===== config.mk =====
export PLATFORM = sky130hd
export DESIGN_NAME = policy_request_arbiter
export DESIGN_NICKNAME = d
export VERILOG_FILES = /design/src/rtl/policy_request_arbiter.sv
export SDC_FILE = /design/constraint.sdc
export NUM_CORES = 1
export LEC_CHECK = 0
export CORE_ASPECT_RATIO = 1.75
export CORE_UTILIZATION = 51
export DETAILED_ROUTE_END_ITERATION = 10
export PLACE_DENSITY = 0.87
export SYNTH_ARGS = -nofsm -noshare
export SYNTH_HDL_FRONTEND = slang
export SYNTH_SLANG_ARGS = --single-unit

===== constraint.sdc =====
create_clock -name clock_i -period 5.4 [get_ports clock_i]
set_input_delay 1.08 -clock clock_i [delete_from_list [all_inputs] [get_ports clock_i]]
set_output_delay 1.08 -clock clock_i [all_outputs]
set_load 0.02 [all_outputs]

===== src/rtl/policy_request_arbiter.sv =====
// Arbitrates two cache request ports onto one replacement-policy controller.
// Hits become one-cycle hit pulses; misses wait for done (or a watchdog).
module policy_request_arbiter #(
    parameter int unsigned CACHE_BLOCK_CAPACITY = 256,
    parameter int unsigned TIMEOUT_CYCLES       = 64,
    parameter int unsigned BW_TIMEOUT           = 8,
    localparam int unsigned BW_ADDR = $clog2(CACHE_BLOCK_CAPACITY)
) (
    input  logic               clock_i,
    input  logic               resetn_i,
    input  logic               req0_i,
    input  logic               req1_i,
    input  logic               miss0_i,
    input  logic               miss1_i,
    input  logic [BW_ADDR-1:0] addr0_i,
    input  logic [BW_ADDR-1:0] addr1_i,
    output logic               ack0_o,
    output logic               ack1_o,
    output logic [BW_ADDR-1:0] victim_o,
    output logic               err_o,
    output logic               pol_hit_o,
    output logic               pol_miss_o,
    output logic [BW_ADDR-1:0] pol_addr_o,
    input  logic               pol_done_i,
    input  logic [BW_ADDR-1:0] pol_addr_i
);

    typedef enum logic [2:0] {
        IDLE,
        HIT,
        MISS_ISSUE,
        MISS_WAIT,
        RESP
    } state_t;

    localparam logic [BW_TIMEOUT:0] TO_LIM = (BW_TIMEOUT+1)'(TIMEOUT_CYCLES);

    state_t              state_q, state_d;
    logic                grant_q, grant_d;
    logic                miss_q, miss_d;
    logic                rr_q, rr_d;
    logic [BW_ADDR-1:0]  addr_q, addr_d;
    logic [BW_TIMEOUT-1:0] cnt_q, cnt_d;
    logic [BW_TIMEOUT:0] cnt_inc;
    logic [BW_ADDR-1:0]  victim_d;
    logic                err_d;
    logic                ack_d;

    assign cnt_inc    = {1'b0, cnt_q} + 1'b1;
    assign pol_addr_o = addr_q;

    always_comb begin
        state_d  = state_q;
        grant_d  = grant_q;
        miss_d   = miss_q;
        rr_d     = rr_q;
        addr_d   = addr_q;
        cnt_d    = cnt_q;
        victim_d = victim_o;
        err_d    = err_o;
        unique case (state_q)
            IDLE: begin
                if (req0_i || req1_i) begin
                    if (req0_i && req1_i) grant_d = rr_q;
                    else                  grant_d = req1_i;
                    rr_d    = ~grant_d;
                    miss_d  = grant_d ? miss1_i : miss0_i;
                    addr_d  = grant_d ? addr1_i : addr0_i;
                    state_d = miss_d ? MISS_ISSUE : HIT;
                end
            end
            HIT: state_d = IDLE;
            MISS_ISSUE: begin
                cnt_d   = '0;
                state_d = MISS_WAIT;
            end
            MISS_WAIT: begin
                // done takes priority over a timeout landing in the same cycle
                if (pol_done_i) begin
                    victim_d = pol_addr_i;
                    state_d  = RESP;
                end else if (TIMEOUT_CYCLES != 0 && cnt_inc == TO_LIM) begin
                    victim_d = addr_q;
                    err_d    = 1'b1;
                    state_d  = RESP;
                end else begin
                    cnt_d = cnt_inc[BW_TIMEOUT-1:0];
                end
            end
            RESP: state_d = IDLE;
            default: state_d = IDLE;
        endcase
        ack_d = (state_d == HIT) || (state_d == RESP);
    end

    always_ff @(posedge clock_i or negedge resetn_i) begin
        if (!resetn_i) begin
            state_q    <= IDLE;
            grant_q    <= 1'b0;
            miss_q     <= 1'b0;
            rr_q       <= 1'b0;
            addr_q     <= '0;
            cnt_q      <= '0;
            victim_o   <= '0;
            err_o      <= 1'b0;
            ack0_o     <= 1'b0;
            ack1_o     <= 1'b0;
            pol_hit_o  <= 1'b0;
            pol_miss_o <= 1'b0;
        end else begin
            state_q    <= state_d;
            grant_q    <= grant_d;
            miss_q     <= miss_d;
            rr_q       <= rr_d;
            addr_q     <= addr_d;
            cnt_q      <= cnt_d;
            victim_o   <= victim_d;
            err_o      <= err_d;
            ack0_o     <= ack_d && !grant_d;
            ack1_o     <= ack_d && grant_d;
            pol_hit_o  <= state_d == HIT;
            pol_miss_o <= state_d == MISS_ISSUE;
        end
    end

endmodule


Word-level counts from Yosys, hierarchy flattened
Cells that the tools add are included.
{ "word_totals": {"out_inout_bits": 21, "inputBits": 31, "word_cells": 52, "reg_bits": 34} }
{ "op_classes": {"reduce_logical": 13, "n_eq_ne": 8, "n_bitwise": 2, "n_addsub": 1, "muxes": 17} }
{ "ops": {"columns": ["op", "n"], "rows": [
  ["8-bit 2-to-1 mux", 5],
  ["8-bit one-hot mux with 2 select lines", 1],
  ["8-bit by 1-bit adder with 9-bit output (second input constant)", 1],
  ["3-bit by 2-bit equality test with 1-bit output (second input constant)", 3],
  ["9-bit by 7-bit equality test with 1-bit output (second input constant)", 1],
  ["3-bit 2-to-1 mux", 3],
  ["3-bit one-hot mux with 3 select lines", 1],
  ["1-bit 2-to-1 mux", 6],
  ["3-bit AND reduction", 2],
  ["2-bit inequality test (second input constant)", 2],
  ["2-bit AND reduction", 2],
  ["2-bit nonzero test", 2],
  ["3-bit by 1-bit equality test with 1-bit output (second input constant)", 1],
  ["3-bit equality test (second input constant)", 1],
  ["1-bit logical AND", 3],
  ["3-bit zero test", 1],
  ["1-bit logical OR", 2],
  ["2-bit 2-to-1 mux", 1],
  ["1-bit NOT", 2],
  ["1-bit zero test", 1]
]} }

Logic depth before layout (Yosys ltp)
{ "depth": {"ltp_word": 11, "ltp_mapped": 8, "mapped_depth_nobuf": 7} }

Least setup slack after synthesis
OpenSTA, ideal clock, no wires.
{ "synth_timing": {"kind": "input to register", "startpoint": "input req0_i", "endpoint": "register state_q[0]", "arrival_time_ps": 2056, "path_buffers": 1, "path_stages": 7, "path_slack_ps": 3266, "setup_ps": 77, "t_required_ps": 5323, "path_cell_list": "inv_1 -> o21ai_0 -> buf_2 -> mux2i_1 -> nor2b_1 -> nor2_1 -> a21oi_1"} }
{ "synth_via": {"elab_chain_cells": 8, "elab_cells_between_ends": 9, "cone_classes": "7 x mux; 2 x reduce/logical"} }
{ "synth_rtl": {"columns": ["item", "line_no", "rtl"], "rows": [
  ["from (decl)", "11", "input logic req0_i,"],
  ["1-bit logical AND", "64", "if (req0_i && req1_i) grant_d = rr_q;"],
  ["1-bit 2-to-1 mux", "64", null],
  ["1-bit 2-to-1 mux", "63", "if (req0_i || req1_i) begin"],
  ["1-bit 2-to-1 mux", "61", "unique case (state_q)"],
  ["1-bit 2-to-1 mux", "67", "miss_d = grant_d ? miss1_i : miss0_i;"],
  ["2-bit 2-to-1 mux", "69", "state_d = miss_d ? MISS_ISSUE : HIT;"],
  ["3-bit 2-to-1 mux (*)", "63", null],
  ["3-bit one-hot mux with 3 select lines (*)", "61", null],
  ["named net state_d[0]", "38", "state_t state_q, state_d;"],
  ["to (signal assigned)", "111", "state_q <= state_d;"],
  ["to (decl)", "38", null]
]} }
Mark *: on every way through the listed nets, which the timed path passes. The rest lies on a longest branch. The select of a mux whose other input is x is not followed.
A chain may end at the register's enable or synchronous reset.

Final worst setup path
Ends and elaborated chain as after synthesis.

==> results.ini <==
[floorplan]
core_um2=3400
die_x_um=47.0
io_pins=52
die_area_um2=3800
start_util_pct=53.2
rows=28
die_h_um=80.8

[synthesis]
syn_inst=188
ys.flop_type=dfrtp_1
synth_area_leader_cell=dfrtp_1
ys_seq_elements=34
synth.cell_area_um2=1810
synth_edf_count=0
synthTopCellsByCount=dfrtp_1 (34), nor2_1 (20), nand2_1 (19), o21ai_0 (12), nor3_1 (10)
syn_nets=221
synth_most_common_cell=dfrtp_1
yosysWarnings=0
synth.area.top_cells=dfrtp_1 (47%), mux2i_1 (5.0%), nor2_1 (4.1%)
yosysSeqAreaShare_pct=47.0
synth_top_area_share_pct=47.0
ys_types=44
synthArstFlopShare_pct=100
avgSynthCellArea_um2=9.62

[cts]
cts_hold_repair.buffers=0
cts_setup_buffers=0
clk_pin_slew_ps=70
cts_buffers=5
clockBufferDepth=2
htreeDepth=2
clock_latency_ps=280
cts_resized=0
cts_tree=built
cts_root_buffer=clkbuf_8
clock-sinks=34

[drt]
drt_iter0_drc=28
vias=1662
ant_nets=0
viasPerCell=5.91
wl_per_cell_um=15.4
drtPass1Iterations=5
routed_wl_um=4340
drcViolationCount=0

[layout]
area.growth.synth_to_final_pct=32.6
fill_cells=276
final_util_pct=70.6
final_layout_size_suffix_gt1_share_pct=7.63
final_cell_area_um2=2400
fin_nets=269
num_antenna_cells=0

[place]
dp.final_hpwl_um=3160
postPlaceCellArea_um2=2320
port_buffers=51
dpl_worst_slack_ps=2090
gp_congestion=0.913

[timing]
max_freq_mhz=329
hold_viol=0
worstMarginPinSlew_ps=1010
fin_skew_ps=4.57
min_period_ps=3040
final.period_utilization_pct=56.2
fin_setup_tns_ps=0
slew_headroom_pct=32.1
slew_viol_final=0
rsz0062_at_grt=false
setup_viol=0
setup_ws_ps=2360

[critical_path]
path_class=in2reg
crit_arrival_ps=3240
startpoint_type=input pin
cp_max_fo=10
endpoint_kind=register
cp.required_ps=5600

[grt]
grt_pass1_wl_um=7140
antenna_found_initial=0
grt_usage_pct=26.0
grt_remaining_overflow=0
grt_start_max_net_pins=35
grt_pass1_vias=1704

[flow_run]
drv_cap=0

[status]
outcome=complete, no violations

[power_and_ir_drop]
pwr_density_cell_nw_per_um2=479
p_leak_nw=1.05
irDropWorstVdd_mv=0.448
totalPowerFinal_mw=1.15

[worst_hold_path]
worstHoldPathType=reg2reg

cell families after synthesis:
family / after synthesis / synth area share (%)
adders and majority gates: 2 / 1.38
xor gates and xnor gates: 3 / 1.45
muxes: 10 / 5.60
and+or+nand+nor: 77 / 21.4
buffers and inverters: 14 / 3.94
AOI/OAI and AO/OA: 48 / 19.2
DFF: 34 / 47.0
stage by stage:
stage	hold slack [ps]	cells
after floorplan	453	188
after global placement	464	274
after detailed placement	462	274
after CTS	476	281
after global routing	500	281
final	468	281
routing by layer:
layer | GRT usage, % | share of wire [%] | vias up
met3 | 5.11 | 3.9 | 12
met4 | 18.0 | 3.0 | 0
met1 | 29.0 | 39 | 802
li1 | - | - | 788
met5 | 0 | 0 | -
met2 | 42.4 | 54 | 60
layout by cell type (no fill, tap or decap), types with 3 or more instances in the layout:
cell,instances
mux2i_1,9
nor4_1,8
dfrtp_1,34
nor3_1,10
o211ai_1,3
clkbuf_8,5
nand2_1,19
clkdlybuf4s50_1,51
nor2_1,20
and2_1,4
o21ai_0,11
o22ai_1,8
a21oi_1,8
inv_1,3
report_power, final:
part | total [mW] | internal [mW] | switching, mW
Sequential | 0.455 | 0.351 | 0.104
Combinational | 0.519 | 0.243 | 0.276
Clock | 0.175 | 0.0887 | 0.0863
Total | 1.15 | 0.683 | 0.466
path summary, 6_finish.rpt:
check | end | from | slack, ps | cells after the start
max | state_q[0]$_DFF_PN0_ | req0_i | 2360 | 7
min | err_o$_DFFE_PN0P_ | err_o$_DFFE_PN0P_ | 470 | 1
max reg2reg | cnt_q[6]$_DFFE_PN0P_ | cnt_q[0]$_DFFE_PN0P_ | 3160 | 7
min reg2reg | err_o$_DFFE_PN0P_ | err_o$_DFFE_PN0P_ | 470 | 1
max in group asynchronous | pol_addr_o[3]$_DFFE_PN0P_ | resetn_i | 3880 | 2
min in group asynchronous | cnt_q[1]$_DFFE_PN0P_ | resetn_i | 1210 | 2
registers in the layout (all words and copies together), names as in the netlist:
register and count:
err_o 1, ack1_o 1, cnt_q 8, rr_q 1
state_q 3, grant_q 1, ack0_o 1, pol_miss_o 1
pol_addr_o 8, pol_hit_o 1, victim_o 8
layout make-up:
cell class / count / area, µm² / share of cell area, %
inverters: 3 / 11.3 / 0.469
repair buffers: 52 / 518 / 21.6
clock buffers: 7 / 76.3 / 3.18
multi-input cells: 140 / 887 / 37.0
flip-flops and latches: 34 / 851 / 35.5
well taps: 45 / 56.3 / 2.35
critical path, cell delays in order:
cell,delay (ps)
clkdlybuf4s50_1,520
inv_1,50
o21ai_1,790
mux2i_1,310
nor2b_1,280
nor2_1,70
a21oi_1,150
Power figures use the tool's default switching activity.
